**src/rtl/vco_band_cal.sv**
```systemverilog
// SAR coarse-band calibration for the VCO cap bank: picks the cfs code whose counted
// frequency best matches n_div*WIN. Define BAND_CAL_TRACK_EN to enable post-lock tracking.
module vco_band_cal #(
    parameter int CFS_W   = 6,
    parameter int N_W     = 10,
    parameter int WIN     = 32,
    parameter int SETTLE  = 8,
    parameter int CNT_W   = 16,
    parameter int TOL     = 2,
    parameter int CAP_POL = 1
) (
    input  logic                    ref_clk,
    input  logic                    rst,
    input  logic                    start,
    input  logic [N_W-1:0]          n_div,
    input  logic [CNT_W-1:0]        vco_cnt,
    output logic [CFS_W-1:0]        cfs,
    output logic                    busy,
    output logic                    done,
    output logic                    locked,
    output logic signed [CNT_W:0]   err
);

    localparam int WIN_LG = $clog2(WIN);
    localparam int TMAX   = (SETTLE > WIN) ? SETTLE : WIN;
    localparam int TW     = $clog2(TMAX + 1);
    localparam int IW     = (CFS_W > 1) ? $clog2(CFS_W) : 1;
    localparam logic [CFS_W-1:0]     MID      = CFS_W'(1) << (CFS_W - 1);
    localparam logic [TW-1:0]        SET_LAST = TW'(SETTLE - 1);
    localparam logic [TW-1:0]        WIN_LAST = TW'(WIN - 1);
    localparam logic signed [CNT_W:0] TOL_P   = (CNT_W + 1)'(TOL);
    localparam logic signed [CNT_W:0] TOL_N   = -TOL_P;

    typedef enum logic [2:0] {IDLE, SETL, SNAP, MEAS, DEC, FIN, DONE, TRACK} state_t;

    state_t                 state, state_n;
    logic [CFS_W-1:0]       code;
    logic [IW-1:0]          bit_idx;
    logic [TW-1:0]          tcnt;
    logic [CNT_W-1:0]       snap;
    logic [CNT_W-1:0]       delta;
    logic [CNT_W:0]         tgt;
    logic                   fin;
    logic                   trk;
    logic signed [CNT_W:0]  err_q;
    logic                   locked_q;

    logic signed [CNT_W:0]  e;
    logic                   in_range, keep, go, upd;
    logic                   hi, lo, up, dn, step_up, step_dn, step;

    assign e        = $signed({1'b0, delta}) - $signed(tgt);
    assign in_range = (e >= TOL_N) && (e <= TOL_P);
    assign keep     = (CAP_POL != 0) ? !e[CNT_W] : (e[CNT_W] || (e == '0));
    assign go       = start && ((state == IDLE) || trk);
    assign upd      = (state == DONE) || (trk && (state == DEC));

    // Tracking steps toward the target by one code, clamped at the bank limits.
    assign hi       = e > TOL_P;
    assign lo       = e < TOL_N;
    assign up       = (CAP_POL != 0) ? hi : lo;
    assign dn       = (CAP_POL != 0) ? lo : hi;
    assign step_up  = up && !(&code);
    assign step_dn  = dn && (code != '0);
    assign step     = step_up || step_dn;

    assign cfs    = code;
    assign err    = upd ? e : err_q;
    assign locked = upd ? in_range : locked_q;

    always_ff @(posedge ref_clk or posedge rst) begin
        if (rst) state <= IDLE;
        else     state <= state_n;
    end

    always_comb begin
        state_n = state;
        busy    = 1'b0;
        done    = 1'b0;
        case (state)
            IDLE:  state_n = IDLE;
            SETL:  if (tcnt == SET_LAST) state_n = trk ? TRACK : SNAP;
            SNAP:  state_n = MEAS;
            TRACK: state_n = MEAS;
            MEAS:  if (tcnt == WIN_LAST) state_n = fin ? DONE : DEC;
            DEC: begin
                if (trk)               state_n = step ? SETL : TRACK;
                else if (bit_idx == '0) state_n = FIN;
                else                   state_n = SETL;
            end
            FIN:   state_n = SETL;
            DONE: begin
`ifdef BAND_CAL_TRACK_EN
                state_n = TRACK;
`else
                state_n = IDLE;
`endif
            end
            default: state_n = IDLE;
        endcase
        if (go) state_n = SETL;
        busy = !trk && (state inside {SETL, SNAP, MEAS, DEC, FIN});
        done = (state == DONE);
    end

    always_ff @(posedge ref_clk or posedge rst) begin
        if (rst) begin
            code     <= MID;
            bit_idx  <= '0;
            tcnt     <= '0;
            snap     <= '0;
            delta    <= '0;
            tgt      <= '0;
            fin      <= 1'b0;
            trk      <= 1'b0;
            err_q    <= '0;
            locked_q <= 1'b0;
        end else begin
            if (go) begin
                code    <= MID;
                bit_idx <= IW'(CFS_W - 1);
                tgt     <= (CNT_W + 1)'(n_div) << WIN_LG;
                tcnt    <= '0;
                fin     <= 1'b0;
                trk     <= 1'b0;
            end else begin
                case (state)
                    SETL: tcnt <= (tcnt == SET_LAST) ? '0 : tcnt + 1'b1;
                    SNAP, TRACK: snap <= vco_cnt;
                    MEAS: begin
                        // Modular subtraction keeps the window count valid across counter wrap.
                        if (tcnt == WIN_LAST) begin
                            tcnt  <= '0;
                            delta <= vco_cnt - snap;
                        end else begin
                            tcnt <= tcnt + 1'b1;
                        end
                    end
                    DEC: begin
                        if (trk) begin
                            if (step_up)      code <= code + 1'b1;
                            else if (step_dn) code <= code - 1'b1;
                        end else begin
                            if (!keep) code[bit_idx] <= 1'b0;
                            if (bit_idx != '0) begin
                                code[bit_idx - 1'b1] <= 1'b1;
                                bit_idx              <= bit_idx - 1'b1;
                            end
                        end
                    end
                    FIN:  fin <= 1'b1;
                    DONE: begin
                        fin <= 1'b0;
`ifdef BAND_CAL_TRACK_EN
                        trk <= 1'b1;
`else
                        trk <= 1'b0;
`endif
                    end
                    default: ;
                endcase
            end
            if (upd) begin
                err_q    <= e;
                locked_q <= in_range;
            end
        end
    end

endmodule

```
**config.mk**
```make
export PLATFORM = sky130hd
export DESIGN_NAME = vco_band_cal
export DESIGN_NICKNAME = d
export VERILOG_FILES = /design/src/rtl/vco_band_cal.sv
export SDC_FILE = /design/constraint.sdc
export NUM_CORES = 1
export LEC_CHECK = 0
export ABC_CLOCK_PERIOD_IN_PS = 3300
export CAP_MARGIN = 40
export CORE_MARGIN = 1.5
export CORE_UTILIZATION = 40
export CTS_CLUSTER_DIAMETER = 60
export DETAILED_ROUTE_END_ITERATION = 6
export HOLD_SLACK_MARGIN = 0.12
export PLACE_DENSITY_LB_ADDON = 0.2
export RECOVER_POWER = 25
export SETUP_SLACK_MARGIN = 0.05
export SLEW_MARGIN = 20
export SYNTH_ARGS = -nofsm -noshare
export SYNTH_HDL_FRONTEND = slang
export SYNTH_SLANG_ARGS = --single-unit
```
**constraint.sdc**
```tcl
create_clock -name ref_clk -period 3.3 [get_ports ref_clk]
set_input_delay 0.66 -clock ref_clk [delete_from_list [all_inputs] [get_ports ref_clk]]
set_output_delay 0.66 -clock ref_clk [all_outputs]
set_load 0.02 [all_outputs]
```
# Word-level counts from Yosys, hierarchy flattened
# Index checks and enable logic that the tools add are counted.
[op_classes] add_sub_neg=6 n_mul=0 div_mod_pow=0 order_cmp=8 eq_ne=13 n_shift=0 mux=37 n_bitwise=4 reduce_logical=31
[op_table] op="$mux 6" count=13
[op_table] op="$mux 3" count=11
[op_table] op="$pmux 3 s6" count=1
[op_table] op="$ge 17x2->1 const B" count=1
[op_table] op="$gt 17x3->1 const B" count=1
[op_table] op="$le 17x3->1 const B" count=1
[op_table] op="$lt 17x2->1 const B" count=1
[op_table] op="$mux 17" count=1
[op_table] op="$sub 16x15->17" count=1
[op_table] op="$sub 16x16->16" count=1
[op_table] op="$add 6x1->6 const B" count=2
[op_table] op="$eq 3x3->1 const B" count=4
[op_table] op="$pmux 6 s2" count=1
[op_table] op="$reduce_bool 3->1" count=3
[op_table] op="$logic_and 1x1->1" count=8
[op_table] op="$lt 3x4->1 const B" count=2
[op_table] op="$and 6x6->6" count=1
[op_table] op="$demux 1 s3" count=2
[op_table] op="$eq 3x2->1 const B" count=2
[op_table] op="$eq 6x3->1 const B" count=1
[op_table] op="$eq 6x5->1 const B" count=1
[op_table] op="$ge 3x1->1 const B" count=2
[op_table] op="$logic_not 3->1" count=2
[op_table] op="$mux 1" count=6
[op_table] op="other kinds (20)" count=30
[word_totals] reg_bits=80 latch_bits=0 ram_bits=0 mem_bits_ro=0 inputBits=29 out_inout_bits=26 word_cells=110 mem_count=0

# Logic depth before layout (Yosys ltp)
[depth] depth_word=15 ltp_mapped=11 mapped_depth_nobuf=11

# Worst setup path after synthesis
# No wires, ideal clock.
[synth_path] path_kind="reg2out" start="register delta[5]" end="output port locked" arrival_ns=2.417 required_ns=2.640 path_slack_ns=0.223 path_stages_with_launch=12 path_buffers=0 path_cell_list="dfrtp_1 inv_1 ha_1 inv_1 fa_1 a21o_1 a21oi_1 xnor2_1 nand4_1 or4_1 o31ai_2 a31o_1"
[synth_via] elab_chain_cells=4 word_cells_on_any_way=5 classes_between="add/sub: 1; order compare: 2; mux: 1; reduce/logical: 1"
[synth_rtl] element="start: declaration" line="41" rtl="logic [CNT_W-1:0] delta;"
[synth_rtl] element="start signal: assignment" line="134" rtl="delta <= vco_cnt - snap;"
[synth_rtl] element="$sub 16x15->17 *" line="52" rtl="assign e = $signed({1'b0, delta}) - $signed(tgt);"
[synth_rtl] element="$ge 17x2->1 / $le 17x3->1 (equally long branches)" line="53" rtl="assign in_range = (e >= TOL_N) && (e <= TOL_P);"
[synth_rtl] element="$logic_and 1x1->1 *" line="53"
[synth_rtl] element="$mux 1 *"
[synth_rtl] element="end: declaration" line="20" rtl="output logic locked,"
# Every way passes the cells marked *; elsewhere a longest branch is shown, timed or not.

# Final worst setup path
# Ends and elaborated chain as after synthesis.

==> results.yml <==
yosys:
  synth.cells.most_frequent: "nand2_1, dfrtp_1, o21ai_0, inv_1, ha_1"
  synth-edff-count: 0
  synth.top_cell.area_share_pct: 43.4
  yosysSeqAreaShare_pct: 44.0
  synth_seq_cells: 79
  synth_nets: 553
  syn_inst: 494
  ys.flop_type: "dfrtp_1"
  async_reset_ff_share_pct: 100
  yosysUniqueCellTypes: 55
  ys_top_cells_by_area: "dfrtp_1, ha_1, nand2_1, o21ai_0, mux2_2"
  yosysWarnings: 0
  yosysTopAreaCell: "dfrtp_1"
  syn_area_per_cell_um2: 9.10
  yosysMostFrequentCell: "nand2_1"
  netlist_area_um2: 4490
sta:
  slew-limit-headroom_pct: 27.4
  setup_ws_ns: -0.271
  tns_ns: -0.295
  max_clock_freq_mhz: 280
  rsz0062_at_grt: "yes"
  finClkSkew_ns: 0.00726
  final_hold_viol_count: 0
  final_max_slew_viol_count: 0
  worst_slew_pin_slew_ns: 1.09
  min_period_ns: 3.57
  setup_viol: 3
  timing.hold.ws_ns: 0.477
  period_share_pct: 108
pwr:
  p_leak_nw: 2.69
  p_per_area_nw_per_um2: 343
  power_w: 0.00197
  peakVddDrop_mv: 0.165
clock_tree:
  clk_pin_slew_ns: 0.08
  postCtsHoldBufs: 0
  numCtsBuffers: 9
  cts_root_buf: "clkbuf_8"
  cts_max_path_buffers: 2
  clk_latency_ns: 0.36
  cts_tree: "yes"
  cts_sinks: 79
  cts.htree.levels: 3
layout:
  syn_to_final_growth_pct: 27.7
  n_fill_cell: 1059
  diodes: 0
  final_cells: 734
  drive_gt1_share_pct: 17.5
  post-route-util_pct: 52.7
  nets: 648
setup_path:
  max_stage_delay_ns: 0.45
  worstPathCellList: "inv_1, ha_2, inv_2, fa_2, a21o_1, a21oi_2, xnor2_2, nand4_1, or4_4, o31ai_4, a31o_1, buf_6"
  cp-end-kind: "output port"
  cp_max_fo: 3
  worst-path-stages: 12
  crit_slowest_cell: "or4_4"
  crit_required_ns: 2.64
  worstSetupEndpoint: "locked"
  reg2reg_to: "locked_q$_DFF_PP0_"
  critPathLaunch: "delta[5]$_DFFE_PP0P_"
  r2r_start: "delta[5]$_DFFE_PP0P_"
  crit_buf_inv: 3
  r2r_setup_slack_ns: 0.62
  ff2ff_path_depth: 13
  crit_type: "reg2out"
  cp-start-kind: "flip-flop"
  arrival_ns: 2.91
  crit_family: "compound AO/OA/AOI/OAI gates"
placed_design:
  hpwl_um: 7390
  dp.cells: 712
  gp_congestion: 0.851
  io_buffer_count: 54
run:
  drv_cap: 0
hold_path:
  hp-class: "reg2reg"
die:
  die_area_um2: 11900
  num_rows: 38
  ios: 55
  die_h_um: 109
  core_um2: 10900
  die_x_um: 109
  start_util_pct: 41.3
drt:
  drt_pass1_iterations: 4
  drt_wl_total_um: 9910
  route.detailed.drc: 0
  ant_nets: 0
  routed_via_density: 5.05
  wl_per_cell_um: 13.5
  drt-initial-drc-count: 192
  vias: 3705
global_route:
  grt_util_all_layers_pct: 18.3
  first_global_vias: 3663
  overflow: 0
  grt_max_degree: 31
  grt_pass1_wl_um: 16900
  antenna_found_initial: 0
status:
  outcome: "finished, violations left"
  violations: "negative setup slack"
## placed cells by master (no fill, tap or decap), types with 5 or more instances in the layout
cell             instances
mux2_2                  15
dfrtp_1                 78
clkdlybuf4s50_1         42
buf_4                   41
o21ai_0                 45
o21ai_1                  5
xor2_1                  12
xnor2_1                  9
inv_1                   38
a21oi_1                 22
nand4_1                  5
nand3_1                 10
clkbuf_8                12
nor2b_1                  6
nor3_1                  13
nor2_1                  26
nand2b_1                 5
nand2_1                 88
ha_1                    27
## worst min-delay path by stage
| stage | cells past startpoint | start | endpoint |
|---|---|---|---|
| CTS | 2 | err_q[0]$_DFF_PP0_ | err_q[0]$_DFF_PP0_ |
| floorplan | 2 | tgt[5]$_DFFE_PP0P_ | tgt[5]$_DFFE_PP0P_ |
| global placement | 2 | err_q[0]$_DFF_PP0_ | err_q[0]$_DFF_PP0_ |
| detailed placement | 2 | err_q[0]$_DFF_PP0_ | err_q[0]$_DFF_PP0_ |
| finish | 2 | err_q[0]$_DFF_PP0_ | err_q[0]$_DFF_PP0_ |
| global route | 2 | err_q[2]$_DFF_PP0_ | err_q[2]$_DFF_PP0_ |
## state kept, by name (all words and copies together), names as in the netlist
register	count
fin	1
locked_q	1
snap	16
state	3
err_q	17
bit_idx	3
delta	16
tcnt	6
cfs	6
tgt	10
## worst min-delay path: stages (launching register included)
cell and delay [ns]:
dfrtp_1 0.33, nand2_1 0.04, nand2_1 0.07
## kinds of logic after synthesis
logic type / Yosys count / synth area share (%)
compound gates: 115 / 15.8
xor+xnor: 25 / 4.87
fa+ha+maj: 30 / 8.69
buf+inv: 53 / 4.51
flops: 79 / 44.0
mux: 16 / 3.98
simple gates: 176 / 18.1
## routing by layer
layer	up-vias	wire (um)	GRT usage (%)	share of wire, %
met1	1728	4870	24.4	49
met2	58	4550	29.1	46
met4	0	168	8.27	1.7
met5	-	0	0	0
met3	13	312	2.99	3.1
li1	1906	-	-	-
## per-stage QoR
step / cell area [um2] / setup slack (ns)
2_1_floorplan: 4490 / 0.223
3_3_place_gp: 5440 / -0.330
3_5_place_dp: 5440 / -0.428
4_1_cts: 5690 / -0.256
5_1_grt: 5740 / -0.393
6_report: 5740 / -0.271
## power breakdown
part,leakage (nW),switching (W),internal (W)
Combinational,1.69,0.000115,0.000108
Sequential,0.897,0.00000583,0.000978
Clock,0.109,0.000353,0.000410
Total,2.69,0.000474,0.00150
## final cells by class
type | count | area (um2) | area share, %
well taps | 140 | 175 | 3.05
flip-flops and latches | 79 | 1980 | 34.5
multi-input cells | 362 | 2390 | 41.6
clock inverters | 3 | 40.0 | 0.698
inverters | 39 | 146 | 2.55
repair buffers | 98 | 841 | 14.7
clock buffers | 13 | 169 | 2.94
## timing repair
| action | in CTS | in global routing |
|---|---|---|
| setup endpoints to repair | 11 | 8 |
| endpoints found under the hold margin | 0 | 0 |
| resized for setup | 42 | 23 |
| pin swaps | 7 | 13 |
| buffers inserted | 5 | 2 |
(Power assumes the default switching activity.)
